[config.mk]
export PLATFORM = sky130hd
export DESIGN_NAME = bc_mem_xfer
export DESIGN_NICKNAME = d
export VERILOG_FILES = /design/src/rtl/bc_mem_xfer.sv
export SDC_FILE = /design/constraint.sdc
export NUM_CORES = 1
export LEC_CHECK = 0
export CAP_MARGIN = 5
export CORE_MARGIN = 3
export CORE_UTILIZATION = 45
export CTS_CLUSTER_DIAMETER = 60
export CTS_CLUSTER_SIZE = 20
export DETAILED_ROUTE_END_ITERATION = 8
export DONT_BUFFER_PORTS = 1
export PLACE_DENSITY = 0.68
export SKIP_LAST_GASP = 1
export SLEW_MARGIN = 20
export SYNTH_ARGS = -nofsm -noshare
export SYNTH_HDL_FRONTEND = slang
export SYNTH_SLANG_ARGS = --single-unit
[constraint.sdc]
create_clock -name clk -period 3.6 [get_ports clk]
set_clock_uncertainty 0.2 [all_clocks]
set_input_delay 0.9 -clock clk [delete_from_list [all_inputs] [get_ports clk]]
set_output_delay 0.9 -clock clk [all_outputs]
set_load 0.1 [all_outputs]
[src/rtl/bc_mem_xfer.sv]
// Bus-connect transfer engine: moves data between the RF crossbar and data memory
// (loads, immediate loads, stores) with a bounded req/ack wait and registered outputs.
module bc_mem_xfer #(
  parameter int RF_DATASIZE    = 16,
  parameter int DM_ADDR_WIDTH  = 16,
  parameter int TIMEOUT_CYCLES = 15
) (
  input  logic                     clk,
  input  logic                     reset,
  input  logic                     ps_bc_en,
  input  logic                     ps_bc_dir,
  input  logic                     ps_bc_imm_en,
  input  logic [RF_DATASIZE-1:0]   ps_bc_imm,
  input  logic [DM_ADDR_WIDTH-1:0] ps_bc_addr,
  input  logic [RF_DATASIZE-1:0]   xb_dtx,
  output logic [RF_DATASIZE-1:0]   bc_dt,
  output logic                     bc_rf_wen,
  output logic                     bc_ps_busy,
  output logic                     bc_ps_done,
  output logic                     bc_ps_err,
  output logic                     bc_dm_req,
  output logic                     bc_dm_we,
  output logic [DM_ADDR_WIDTH-1:0] bc_dm_addr,
  output logic [RF_DATASIZE-1:0]   bc_dm_wdata,
  input  logic                     dm_bc_ack,
  input  logic [RF_DATASIZE-1:0]   dm_bc_rdata
);

  // state | meaning
  // IDLE  | waiting for ps_bc_en; done/err of a store or timeout may be showing
  // REQ   | bc_dm_req held, waiting for dm_bc_ack or the timeout count
  // WB    | bc_dt valid, bc_rf_wen and bc_ps_done high for this one cycle
  typedef enum logic [1:0] {IDLE, REQ, WB} state_t;

  localparam int CW = (TIMEOUT_CYCLES > 2) ? $clog2(TIMEOUT_CYCLES) : 1;
  localparam logic [CW-1:0] CNT_LAST = CW'(TIMEOUT_CYCLES - 1);

  state_t                   state, state_n;
  logic [CW-1:0]            cnt, cnt_n;
  logic [RF_DATASIZE-1:0]   dt_n, wdata_n;
  logic [DM_ADDR_WIDTH-1:0] addr_n;
  logic                     wen_n, done_n, err_n, req_n, we_n, busy_n;

  always_ff @(posedge clk) begin
    if (reset) begin
      state       <= IDLE;
      cnt         <= '0;
      bc_dt       <= '0;
      bc_rf_wen   <= 1'b0;
      bc_ps_busy  <= 1'b0;
      bc_ps_done  <= 1'b0;
      bc_ps_err   <= 1'b0;
      bc_dm_req   <= 1'b0;
      bc_dm_we    <= 1'b0;
      bc_dm_addr  <= '0;
      bc_dm_wdata <= '0;
    end else begin
      state       <= state_n;
      cnt         <= cnt_n;
      bc_dt       <= dt_n;
      bc_rf_wen   <= wen_n;
      bc_ps_busy  <= busy_n;
      bc_ps_done  <= done_n;
      bc_ps_err   <= err_n;
      bc_dm_req   <= req_n;
      bc_dm_we    <= we_n;
      bc_dm_addr  <= addr_n;
      bc_dm_wdata <= wdata_n;
    end
  end

  // Every output is computed for the next cycle and registered above.
  always_comb begin
    state_n = state;
    cnt_n   = cnt;
    dt_n    = bc_dt;
    wen_n   = 1'b0;
    done_n  = 1'b0;
    err_n   = 1'b0;
    req_n   = 1'b0;
    we_n    = bc_dm_we;
    addr_n  = bc_dm_addr;
    wdata_n = bc_dm_wdata;
    case (state)
      IDLE: begin
        if (ps_bc_en) begin
          we_n   = ps_bc_dir;
          addr_n = ps_bc_addr;
          if (ps_bc_dir) wdata_n = xb_dtx;
          if (!ps_bc_dir && ps_bc_imm_en) begin
            dt_n    = ps_bc_imm;
            wen_n   = 1'b1;
            done_n  = 1'b1;
            state_n = WB;
          end else begin
            cnt_n   = '0;
            req_n   = 1'b1;
            state_n = REQ;
          end
        end
      end
      REQ: begin
        // bc_dm_we still holds the direction latched at accept
        if (dm_bc_ack) begin
          done_n = 1'b1;
          if (!bc_dm_we) begin
            dt_n    = dm_bc_rdata;
            wen_n   = 1'b1;
            state_n = WB;
          end else begin
            state_n = IDLE;
          end
        end else if (cnt == CNT_LAST) begin
          done_n  = 1'b1;
          err_n   = 1'b1;
          state_n = IDLE;
        end else begin
          cnt_n = cnt + 1'b1;
          req_n = 1'b1;
        end
      end
      WB:      state_n = IDLE;
      default: state_n = IDLE;
    endcase
    busy_n = (state_n != IDLE);
  end

endmodule
## Word-level counts from Yosys, hierarchy flattened

Index checks and enable logic that the tools add are counted.

- Flip-flop bits (word level): 60
- Bits in latches: 0
- Bits in writable memories: 0
- Memory bits (read-only): 0
- Bits of input ports: 70
- Output and inout port bits: 54
- Logic and storage cells: 61
- Memories: 0

- $add $sub $neg: 1
- $mul: 0
- Divide/modulo/power cells: 0
- Order comparisons: 0
- Eq/ne operators: 9
- Shifts and indexed selects: 0
- Muxes and demuxes: 29
- Bitwise operators: 1
- Reduce and logical (&&, ||, !) cells: 10

Operators by type and width:

| kind | count |
|---|---|
| two-way mux 16 bit | 4 |
| case mux 16 bit (2 select lines) | 1 |
| two-way mux 4 bit | 4 |
| inequality test 2 bit (second input constant) | 7 |
| two-way mux 1 bit | 10 |
| two-way mux 2 bit | 5 |
| AND reduction 5 bit | 2 |
| case mux 4 bit (2 select lines) | 1 |
| case mux 1 bit (2 select lines) | 3 |
| adder 4 x 1 -> 4 bit (second input constant) | 1 |
| == test 4 bit (second input constant) | 1 |
| case mux 2 bit (2 select lines) | 1 |
| nonzero test 2 bit | 2 |
| AND reduction 3 bit | 1 |
| OR reduction 3 bit | 1 |
| == test 2 x 1 -> 1 bit (second input constant) | 1 |
| zero test 2 bit | 1 |
| AND reduction 2 bit | 1 |
| logical AND 1 bit | 1 |
| zero test 1 bit | 1 |
| NOT 1 bit | 1 |

## Depth between registers and ports, before layout

Gate-level depths: netlist of run 1.

- Depth in word-level cells: 6
- Gate-level depth with buffers: 6

## Worst setup path after synthesis of run 1

OpenSTA, ideal clock, no wires.

- Kind: input -> register
- From: input ps_bc_imm_en
- To: register bc_dt[10]
- Setup time: 0.091 ns
- Arrival time: 1.885 ns
- Slack: 1.424 ns
- Cell stages on the path: 5
- Buffers on the path: 2
- Cells stage by stage: nor2b_1 buf_2 clkbuf_1 a211oi_1 a311oi_1

- Longest elaborated chain between the ends: 3

RTL lines:

| item | line | source |
|---|---|---|
| from (decl) | 12 | `input logic ps_bc_imm_en,` |
| logical AND 1 bit | 90 | `if (!ps_bc_dir && ps_bc_imm_en) begin` |
| inequality test 2 bit (no source line) | -- |  |
| AND reduction 5 bit (no source line) | -- |  |
| to (signal assigned) | 60 | `bc_dt <= dt_n;` |
| to (decl) | 16 | `output logic [RF_DATASIZE-1:0] bc_dt,` |

Every way passes these cells.
A chain may end at the register's enable or synchronous reset.

## Worst setup path in the final report of run 1

- From: register bc_dt[8]
- To: output bc_dt[8]

No word-level cell between the ends.

==> out/metrics.json, run 1 <==
{
  "cts_resized": {"value": 0},
  "worst-path-max-fanout": {"value": 2},
  "wl_per_cell": {"value": 15.8, "unit": "um"},
  "setup_viol_count_final": {"value": 0},
  "cts-hold-fix-buffers": {"value": 0},
  "synth_seq_cells": {"value": 60},
  "placed_cells": {"value": 338},
  "sequential_share_of_the_synthesized_area": {"value": 0.495},
  "syn_nets": {"value": 361},
  "clock.fmax": {"value": 0.414, "unit": "GHz"},
  "critical_path_class": {"value": "register to output port"},
  "vias_in_the_first_global_route": {"value": 1939},
  "final_util": {"value": 0.514},
  "synth-async-reset-ratio": {"value": 0},
  "status": {"value": "finished, final reports clean"},
  "grt_max_degree": {"value": 64},
  "replace_congestion": {"value": 0.710},
  "cts_max_path_buffers": {"value": 2},
  "initial_core_util": {"value": 0.469},
  "synth-xor-area-share": {"value": 0},
  "final-hold-violation-count": {"value": 0},
  "yosys_warnings": {"value": 0},
  "synthesis.area_per_instance": {"value": 8.39, "unit": "um2"},
  "tns": {"value": 0, "unit": "ns"},
  "floorplan.die.width": {"value": 79.4, "unit": "um"},
  "fp.dieArea": {"value": 6310, "unit": "um2"},
  "grt_pass1_wl": {"value": 8980, "unit": "um"},
  "gr-total-overflow": {"value": 0},
  "synth_compound_gate_area_share": {"value": 0.209},
  "drt-vias-per-instance": {"value": 5.63},
  "worst_slew_margin_rel": {"value": 0.329},
  "count_of_nets_after_finishing": {"value": 351},
  "mappedNetlistArea": {"value": 2430, "unit": "um2"},
  "worst_ep_required": {"value": 2.50, "unit": "ns"},
  "clockRootBuffer": {"value": "clkbuf_8"},
  "placedInstanceArea": {"value": 2440, "unit": "um2"},
  "post_synth_edffs": {"value": 0},
  "dr.pass1.iters": {"value": 4},
  "antenna_violations_before_repair": {"value": 0},
  "synth_simple_gate_area_share": {"value": 0.227},
  "hpwl": {"value": 3770, "unit": "um"},
  "yosys-mux-area-fraction": {"value": 0.00413},
  "critical_path_arrival": {"value": 1.31, "unit": "ns"},
  "flow.area_growth_from_synthesis": {"value": 9.64, "unit": "%"},
  "slew_violations": {"value": 0},
  "synth.area.top_cells": {"value": "dfxtp_1, nand2_1, a21oi_1"},
  "io_buffers": {"value": 0},
  "critPathLaunchType": {"value": "register"},
  "first_iter_violations": {"value": 72},
  "layout_min_cycle_time": {"value": 2.41, "unit": "ns"},
  "post-route-drc-count": {"value": 0},
  "ctsHtreeMaxLevel": {"value": 3},
  "synth_top_cell_area_share": {"value": 0.495},
  "timing.final.crit_share": {"value": 0.671},
  "drive_gt1_frac": {"value": 0.0951},
  "placeableCoreArea": {"value": 5170, "unit": "um2"},
  "post_layout_nonfiller_instances": {"value": 354},
  "rsz0062_at_grt": {"value": "false"},
  "synth_adder_area_share": {"value": 0.0103},
  "drt.antenna.violating_nets": {"value": 0},
  "cts_setup_buffers": {"value": 0},
  "routed-via-count": {"value": 1993},
  "die_height": {"value": 79.4, "unit": "um"},
  "synth_top_family_by_area": {"value": "simple AND/OR/NAND/NOR gates"},
  "synth.distinct_cells": {"value": 34},
  "core.rowCount": {"value": 26},
  "grt_usage": {"value": 0.183},
  "worst_pin_slew": {"value": 1.01, "unit": "ns"},
  "synth_cells": {"value": 289},
  "cts.sink_count": {"value": 60},
  "post-synth-top-area-cell": {"value": "dfxtp_1"},
  "synth_top_cells_by_count": {"value": "nand2_1, dfxtp_1, a21oi_1"},
  "drt_wl_total": {"value": 5590, "unit": "um"},
  "antenna_cells": {"value": 0},
  "yosysMostFrequentCell": {"value": "nand2_1"},
  "power.ir.vdd_worst": {"value": 0.000293, "unit": "V"},
  "ios": {"value": 124},
  "cp-end-kind": {"value": "output port"},
  "max_cap_viol_count": {"value": 0},
  "cts_inserted_buffers": {"value": 9},
  "cts.clk_slew.worst_paths": {"value": 0.06, "unit": "ns"},
  "worst_skew_pair.late_latency": {"value": 0.32, "unit": "ns"},
  "clock_tree_from_tritoncts": {"value": "yes"},
  "post-route-cell-area": {"value": 2660, "unit": "um2"},
  "p_leak": {"value": 0.947, "unit": "nW"},
  "pwr_density_cell": {"value": 685, "unit": "nW/um2"},
  "min-delay-path-class": {"value": "register to register"},
  "ys.flop_type": {"value": "dfxtp_1"}
}
[metrics by stage]
stage               total power, W  hold slack [ns]  worst slack, ns
floorplan                  0.00116            0.287             1.42
global placement           0.00118            0.307             1.20
detailed placement         0.00118            0.312             1.17
CTS                        0.00184            0.324             1.17
global route               0.00189            0.376             1.14
finish                     0.00182            0.326             1.19
[cell usage in the layout, fill, tap and decap left out, drive strengths merged, types with 2 or more instances in the layout]
master | synthesis | final
nand2 | 97 | 97
dfxtp | 60 | 60
a21oi | 35 | 35
a211oi | 16 | 16
a311oi | 16 | 16
clkbuf | 10 | 11
nor2b | 6 | 6
buf | 16 | 5
nand2b | 4 | 4
nor2 | 3 | 3
nand3 | 3 | 3
clkinv | 0 | 3
o32ai | 2 | 2
ha | 2 | 2
bufinv | 0 | 2
or3b | 2 | 2
o22ai | 2 | 2
[per-layer routing]
| layer | part of all wire | wire length [um] | GRT usage | vias to the layer above |
|---|---|---|---|---|
| li1 | - | - | - | 980 |
| met4 | 0.029 | 164 | 0.120 | 0 |
| met5 | 0 | 0 | 0 | - |
| met1 | 0.40 | 2250 | 0.212 | 899 |
| met3 | 0.10 | 572 | 0.0688 | 15 |
| met2 | 0.47 | 2600 | 0.280 | 99 |
[area by class of cell]
cell class	count	area, um2
fillers	514	2510
clock inverters	5	75.1
clock buffers	11	141
repair buffers	5	37.5
flip-flops and latches	60	1200
multi-input cells	202	1110
well taps	70	87.6
inverters	1	3.75
[cell families after synthesis]
group,count (synthesis)
muxes,1
adders and majority gates,2
DFF,60
and+or+nand+nor,124
buffers and inverters,27
AOI/OAI and AO/OA,75
[path summary, 6_finish.rpt]
kind,from,endpoint,slack (ns),cells after the start
worst min-delay path,cnt[1],cnt[1],0.33,2
worst min register to register,cnt[1],cnt[1],0.33,2
worst max register to register,state[0],bc_dt[1],1.63,4
worst max-delay path,bc_dt[8],bc_dt[8],1.19,0
[report_power, final]
part	switching (W)	total [W]	internal [W]
sequential	0.000318	0.00102	0.000707
clock	0.000249	0.000654	0.000405
combinational	0.0000853	0.000142	0.0000569
[registers in the layout, indices dropped and copies added (netlist names), 2 cells and up]
register,cells
bc_dm_addr,16
bc_dm_wdata,16
bc_dt,16
cnt,4
state,2
Note: power is estimated with default switching activity, not from simulation.
==> run 2, diff against run 1 <==
clock period = 2.3 ns   (was 3.6 ns; I/O delays follow)
==> out/metrics.json, run 2 (synthesized netlist as in run 1, its figures left out) <==
{
  "status": {"value": "finished, final reports clean", "change": "unchanged"},
  "pwr_density_cell": {"value": 972, "unit": "nW/um2", "change": "was 685 nW/um2"},
  "floorplan.die.width": {"value": 79.4, "unit": "um", "change": "unchanged"},
  "slew_violations": {"value": 0, "change": "unchanged"},
  "seq_power_share": {"value": 0.377, "change": "was 0.563"},
  "hpwl": {"value": 4180, "unit": "um", "change": "was 3770 um"},
  "cts_setup_buffers": {"value": 0, "change": "unchanged"},
  "worst_pin_slew": {"value": 0.715, "unit": "ns", "change": "was 1.01 ns"},
  "critical_path_class": {"value": "register to output port", "change": "unchanged"},
  "routed-via-count": {"value": 2186, "change": "was 1993"},
  "largest_registers": {"value": "bc_dm_addr (16), bc_dm_wdata (16), bc_dt (16)", "change": "unchanged"},
  "max_cap_viol_count": {"value": 0, "change": "unchanged"},
  "fraction_of_power_spent_switching_nets": {"value": 0.346, "change": "was 0.358"},
  "clockRootBuffer": {"value": "clkbuf_8", "change": "unchanged"},
  "final_common_cell": {"value": "nand2_1", "change": "unchanged"},
  "drive_gt1_frac": {"value": 0.247, "change": "was 0.0951"},
  "antenna_cells": {"value": 0, "change": "unchanged"},
  "timing.critical_path.slowest_cell_delay": {"value": 0.38, "unit": "ns"},
  "seqCellArea": {"value": 1200, "unit": "um2", "change": "unchanged"},
  "p_leak": {"value": 1.25, "unit": "nW", "change": "was 0.947 nW"},
  "hold_slack": {"value": 0.107, "unit": "ns", "change": "was 0.326 ns"},
  "critPathBufInv": {"value": 1},
  "cts_resized": {"value": 0, "change": "unchanged"},
  "worst_skew_pair.late_latency": {"value": 0.32, "unit": "ns", "change": "about the same"},
  "die_height": {"value": 79.4, "unit": "um", "change": "unchanged"},
  "grt_max_degree": {"value": 64, "change": "unchanged"},
  "setup_viol_count_final": {"value": 0, "change": "unchanged"},
  "p_clk_frac": {"value": 0.361, "change": "was 0.359"},
  "io_buffers": {"value": 0, "change": "unchanged"},
  "critical_path_arrival": {"value": 1.03, "unit": "ns", "change": "was 1.31 ns"},
  "worst-path-max-fanout": {"value": 2, "change": "unchanged"},
  "ios": {"value": 124, "change": "unchanged"},
  "vias_in_the_first_global_route": {"value": 2023, "change": "was 1939"},
  "critical-path-top-delay-family": {"value": "flip-flops"},
  "cp_slowest_cell": {"value": "dfxtp_1"},
  "min-delay-path-class": {"value": "input pin to register", "change": "was register to register"},
  "drt_wl_total": {"value": 5990, "unit": "um", "change": "was 5590 um"},
  "post-route-drc-count": {"value": 0, "change": "unchanged"},
  "antenna_violations_before_repair": {"value": 0, "change": "unchanged"},
  "final.fill_count": {"value": 467, "change": "was 514"},
  "wl_per_cell": {"value": 14.6, "unit": "um", "change": "was 15.8 um"},
  "dr.pass1.iters": {"value": 4, "change": "unchanged"},
  "cp-end-kind": {"value": "output port", "change": "unchanged"},
  "timing.final.crit_share": {"value": 0.784},
  "power.ir.vdd_worst": {"value": 0.000394, "unit": "V", "change": "was 0.000293 V"},
  "combinationalPowerShare": {"value": 0.262, "change": "was 0.078"},
  "cts-hold-fix-buffers": {"value": 0, "change": "unchanged"},
  "drt.antenna.violating_nets": {"value": 0, "change": "unchanged"},
  "p_int": {"value": 0.00197, "unit": "W", "change": "was 0.00117 W"},
  "initial_core_util": {"value": 0.469, "change": "unchanged"},
  "first_iter_violations": {"value": 119, "change": "was 72"},
  "cts_max_path_buffers": {"value": 2, "change": "unchanged"},
  "mostFrequentLayoutCells": {"value": "nand2_1, buf_4, dfxtp_1", "change": "was nand2_1, dfxtp_1, a21oi_1"},
  "ctsHtreeMaxLevel": {"value": 3, "change": "unchanged"},
  "multi_input_logic_area": {"value": 1110, "unit": "um2", "change": "unchanged"},
  "clock_tree_from_tritoncts": {"value": "yes", "change": "unchanged"},
  "final-hold-violation-count": {"value": 0, "change": "unchanged"},
  "cts.clk_slew.worst_paths": {"value": 0.07, "unit": "ns", "change": "was 0.06 ns"},
  "tns": {"value": 0, "unit": "ns", "change": "unchanged"},
  "placeableCoreArea": {"value": 5170, "unit": "um2", "change": "unchanged"},
  "grt_usage": {"value": 0.194, "change": "was 0.183"},
  "grt_pass1_wl": {"value": 9600, "unit": "um", "change": "was 8980 um"},
  "drt-vias-per-instance": {"value": 5.33, "change": "was 5.63"},
  "layout_min_cycle_time": {"value": 1.80, "unit": "ns"},
  "replace_congestion": {"value": 0.789, "change": "was 0.710"},
  "core.rowCount": {"value": 26, "change": "unchanged"},
  "fp.dieArea": {"value": 6310, "unit": "um2", "change": "unchanged"},
  "power_switching": {"value": 0.00104, "unit": "W", "change": "was 0.000652 W"},
  "worst_ep_required": {"value": 1.52, "unit": "ns", "change": "was 2.50 ns"},
  "rsz0062_at_grt": {"value": "false", "change": "unchanged"},
  "clock.fmax": {"value": 0.554, "unit": "GHz"},
  "flow.area_growth_from_synthesis": {"value": 27.7, "unit": "%", "change": "was 9.64%"},
  "gr-total-overflow": {"value": 0, "change": "unchanged"},
  "critPathLaunchType": {"value": "register", "change": "unchanged"},
  "cts_inserted_buffers": {"value": 9, "change": "unchanged"},
  "worst_slew_margin_rel": {"value": 0.521, "change": "was 0.329"},
  "cts.sink_count": {"value": 60, "change": "unchanged"},
  "count_of_nets_after_finishing": {"value": 407, "change": "was 351"},
  "worstPathCellList": {"value": "buf_4"}
}
-- run 2: cell types whose count changed in the layout (fill, tap and decap cells not counted) --
cell / before / now
clkbuf_8: 10 / 12
clkbuf_1: 1 / 0
buf_4: 5 / 61
clkinv_2: 3 / 2
-- run 2: per-stage QoR --
step	instance area, um2	cells	util	total power (W)	setup WS [ns]
detailed placement	2860	394	0.554	0.00195	0.400
floorplan	2430	289	-	0.00182	0.134
finish	3100	410	0.599	0.00301	0.496
CTS	3100	410	0.599	0.00304	0.471
global route	3100	410	0.599	0.00314	0.348
global placement	2860	394	0.554	0.00194	0.438
-- run 2: power groups by stage --
stage                     combinational [W]  clock [W]  sequential (W)
after floorplan                    0.000199          0         0.00162
after global placement             0.000785          0         0.00116
after detailed placement           0.000792          0         0.00116
after CTS                          0.000793    0.00111         0.00114
after global routing               0.000826    0.00117         0.00114
final                              0.000789    0.00109         0.00114
-- run 2: worst paths after layout --
check | start | endpoint | slack, ns | cells past startpoint
min | reset | bc_dm_wdata[13] | 0.11 | 1
max | bc_dm_we | bc_dm_we | 0.50 | 1
min reg2reg | bc_dm_addr[11] | bc_dm_addr[11] | 0.25 | 2
max reg2reg | state[1] | bc_dm_wdata[7] | 0.52 | 3
-- run 2: worst register-to-register path, cell delays in order (launching register included) --
cell and delay [ns]:
dfxtp_1 0.41, nand4bb_1 0.71, nand2_1 0.27, a21oi_1 0.08
-- run 2: area by class of cell --
class / count / share of cell area
sequential: 60 / 0.388
multi-input combinational: 202 / 0.359
timing repair buffer: 61 / 0.148
clock buffer: 12 / 0.0533
tap: 70 / 0.0283
clock inverter: 4 / 0.0226
inverter: 1 / 0.00121
-- run 2: metal layers --
metal | wire [um] | vias to the layer above | track usage | part of all wire
met5 | 0 | - | 0 | 0
met2 | 2870 | 100 | 0.296 | 0.48
li1 | - | 1089 | - | -
met1 | 2380 | 989 | 0.241 | 0.40
met3 | 659 | 8 | 0.0734 | 0.11
met4 | 87 | 0 | 0.0893 | 0.015
==> run 3, diff against run 2 <==
clock period = 1.7 ns   (was 2.3 ns; I/O delays follow)
==> out/metrics.json, run 3 (synthesized netlist as in run 1, its figures left out) <==
{
  "fraction_of_power_spent_switching_nets": {"value": 0.337, "change": "was 0.346"},
  "layout_min_cycle_time": {"value": 1.62, "unit": "ns"},
  "worst_skew_pair.late_latency": {"value": 0.32, "unit": "ns", "change": "about the same"},
  "replace_congestion": {"value": 0.782, "change": "was 0.789"},
  "placeableCoreArea": {"value": 5170, "unit": "um2", "change": "unchanged"},
  "min_delay_path_depth": {"value": 1, "change": "unchanged"},
  "cts_inserted_buffers": {"value": 9, "change": "unchanged"},
  "rsz0062_at_grt": {"value": "false", "change": "unchanged"},
  "drt.antenna.violating_nets": {"value": 0, "change": "unchanged"},
  "r2r.worst_path.cells": {"value": 6, "change": "was 3"},
  "antenna_cells": {"value": 0, "change": "unchanged"},
  "dr.pass1.iters": {"value": 4, "change": "unchanged"},
  "p_leak": {"value": 1.33, "unit": "nW", "change": "was 1.25 nW"},
  "worst_ep_required": {"value": 1.72, "unit": "ns", "change": "was 1.52 ns"},
  "die_height": {"value": 79.4, "unit": "um", "change": "unchanged"},
  "status": {"value": "finished with violations", "change": "was finished, final reports clean"},
  "cts.clk_slew.worst_paths": {"value": 0.07, "unit": "ns", "change": "about the same"},
  "clock.fmax": {"value": 0.616, "unit": "GHz"},
  "post-route-drc-count": {"value": 0, "change": "unchanged"},
  "critPathLaunchType": {"value": "register", "change": "unchanged"},
  "cts_max_path_buffers": {"value": 2, "change": "unchanged"},
  "gr-total-overflow": {"value": 0, "change": "unchanged"},
  "pwr_density_cell": {"value": 1280, "unit": "nW/um2", "change": "was 972 nW/um2"},
  "drt_wl_total": {"value": 6080, "unit": "um", "change": "was 5990 um"},
  "slew_violations": {"value": 0, "change": "unchanged"},
  "dpl_worst_slack": {"value": 0.0325, "unit": "ns", "change": "was 0.400 ns"},
  "grt_usage": {"value": 0.185, "change": "was 0.194"},
  "final-hold-violation-count": {"value": 52, "change": "was 0"},
  "seq_power_share": {"value": 0.369, "change": "was 0.377"},
  "largest_registers": {"value": "bc_dm_addr (16), bc_dm_wdata (16), bc_dt (16)", "change": "unchanged"},
  "core.rowCount": {"value": 26, "change": "unchanged"},
  "power_switching": {"value": 0.00140, "unit": "W", "change": "was 0.00104 W"},
  "final.fill_count": {"value": 465, "change": "was 467"},
  "power": {"value": 0.00415, "unit": "W", "change": "was 0.00301 W"},
  "vias_in_the_first_global_route": {"value": 1998, "change": "was 2023"},
  "first_iter_violations": {"value": 88, "change": "was 119"},
  "worst_slew_margin_rel": {"value": 0.760, "change": "was 0.521"},
  "initial_core_util": {"value": 0.469, "change": "unchanged"},
  "setup_viol_count_final": {"value": 0, "change": "unchanged"},
  "wl_per_cell": {"value": 14.4, "unit": "um", "change": "was 14.6 um"},
  "critical_path_arrival": {"value": 1.65, "unit": "ns", "change": "was 1.03 ns"},
  "flow.area_growth_from_synthesis": {"value": 33.3, "unit": "%", "change": "was 27.7%"},
  "mostFrequentLayoutCells": {"value": "nand2_1, buf_4, dfxtp_1", "change": "unchanged"},
  "hold_slack": {"value": -0.0280, "unit": "ns", "change": "was 0.107 ns"},
  "cp-end-kind": {"value": "register", "change": "was output port"},
  "grt_pass1_wl": {"value": 9200, "unit": "um", "change": "was 9600 um"},
  "clock_tree_from_tritoncts": {"value": "yes", "change": "unchanged"},
  "final_common_cell": {"value": "nand2_1", "change": "unchanged"},
  "p_clk_frac": {"value": 0.362, "change": "was 0.361"},
  "routed-via-count": {"value": 2253, "change": "was 2186"},
  "drt-vias-per-instance": {"value": 5.33, "change": "about the same"},
  "tns": {"value": 0, "unit": "ns", "change": "unchanged"},
  "worst_pin_slew": {"value": 0.360, "unit": "ns", "change": "was 0.715 ns"},
  "hpwl": {"value": 4270, "unit": "um", "change": "was 4180 um"},
  "min-delay-path-class": {"value": "input pin to register", "change": "unchanged"},
  "post-route-worst-setup-slack": {"value": 0.0768, "unit": "ns", "change": "was 0.496 ns"},
  "combinationalPowerShare": {"value": 0.269, "change": "was 0.262"},
  "fp.dieArea": {"value": 6310, "unit": "um2", "change": "unchanged"},
  "worst-path-max-fanout": {"value": 10, "change": "was 2"},
  "io_buffers": {"value": 0, "change": "unchanged"},
  "timing.final.crit_share": {"value": 0.955},
  "drive_gt1_frac": {"value": 0.283, "change": "was 0.247"},
  "max_cap_viol_count": {"value": 0, "change": "unchanged"},
  "antenna_violations_before_repair": {"value": 0, "change": "unchanged"},
  "grt_max_degree": {"value": 64, "change": "unchanged"},
  "count_of_nets_after_finishing": {"value": 420, "change": "was 407"},
  "clockRootBuffer": {"value": "clkbuf_8", "change": "unchanged"},
  "cts.sink_count": {"value": 60, "change": "unchanged"},
  "violations": {"value": "hold timing"},
  "p_int": {"value": 0.00275, "unit": "W", "change": "was 0.00197 W"},
  "floorplan.die.width": {"value": 79.4, "unit": "um", "change": "unchanged"},
  "ctsHtreeMaxLevel": {"value": 3, "change": "unchanged"},
  "power.ir.vdd_worst": {"value": 0.000689, "unit": "V", "change": "was 0.000394 V"},
  "ios": {"value": 124, "change": "unchanged"},
  "critical_path_class": {"value": "register to register", "change": "was register to output port"}
}
==> run 3: cell count changes in the layout (fill, tap and decap cells not counted) <==
cell / before / now
buf_6: 0 / 2
buf_4: 61 / 71
dfxtp_2: 0 / 2
clkbuf_1: 0 / 1
or2b_1: 1 / 0
dfxtp_4: 0 / 1
buf_12: 0 / 1
dfxtp_1: 60 / 57
clkinv_2: 2 / 1
clkbuf_8: 12 / 11
or2b_2: 0 / 1
clkbuf_16: 0 / 1
==> run 3: per-stage QoR <==
stage / instance area, um2 / utilization / hold WS [ns] / std cells
after floorplan: 2430 / - / 0.287 / 289
after global placement: 2950 / 0.570 / 0.236 / 403
after detailed placement: 2950 / 0.570 / 0.240 / 403
after CTS: 3190 / 0.617 / -0.0470 / 419
after global routing: 3230 / 0.625 / -0.0533 / 423
final: 3230 / 0.625 / -0.0280 / 423
==> run 3: routing by layer <==
layer / GRT usage / part of all wire / vias up
met5: 0 / 0 / -
met4: 0.0808 / 0.019 / 0
met3: 0.0643 / 0.085 / 13
met2: 0.295 / 0.47 / 96
met1: 0.226 / 0.43 / 1023
li1: - / - / 1121
==> run 3: timing repair <==
action                                  in CTS  in global routing
gates resized for setup                      0                  6
hold endpoints to repair                    57                 57
endpoints found under the setup margin       0                 24
setup buffers                                0                  3
==> run 3: power by group through the flow <==
stage / clock network, W / logic, W / registers (W)
after floorplan: 0 / 0.000270 / 0.00219
after global placement: 0 / 0.00109 / 0.00156
after detailed placement: 0 / 0.00110 / 0.00156
after CTS: 0.00154 / 0.00110 / 0.00153
after global routing: 0.00161 / 0.00117 / 0.00154
final: 0.00150 / 0.00112 / 0.00153
==> run 3: final timing paths <==
check / start / to / slack [ns]
setup / recovery: state[1] / bc_dt[13] / 0.08
setup reg to reg: state[1] / bc_dt[13] / 0.08
hold reg to reg: bc_dm_addr[13] / bc_dm_addr[13] / 0.25
hold / removal: reset / bc_dm_wdata[0] / -0.03
==> run 3: final cells by class <==
class | instances | area [um2] | area share
repair buffers | 74 | 576 | 0.178
clock buffers | 13 | 180 | 0.0557
clock inverters | 3 | 65.1 | 0.0201
well taps | 70 | 87.6 | 0.0271
inverters | 1 | 3.75 | 0.00116
flip-flops and latches | 60 | 1210 | 0.373
multi-input cells | 202 | 1110 | 0.345
==> run 3: worst max-delay path, cell delays in order (launching register included) <==
cell      delay, ns
dfxtp_2        0.36
buf_4          0.15
nor3b_4        0.20
buf_4          0.15
buf_6          0.13
a211oi_1       0.07
a311oi_1       0.26
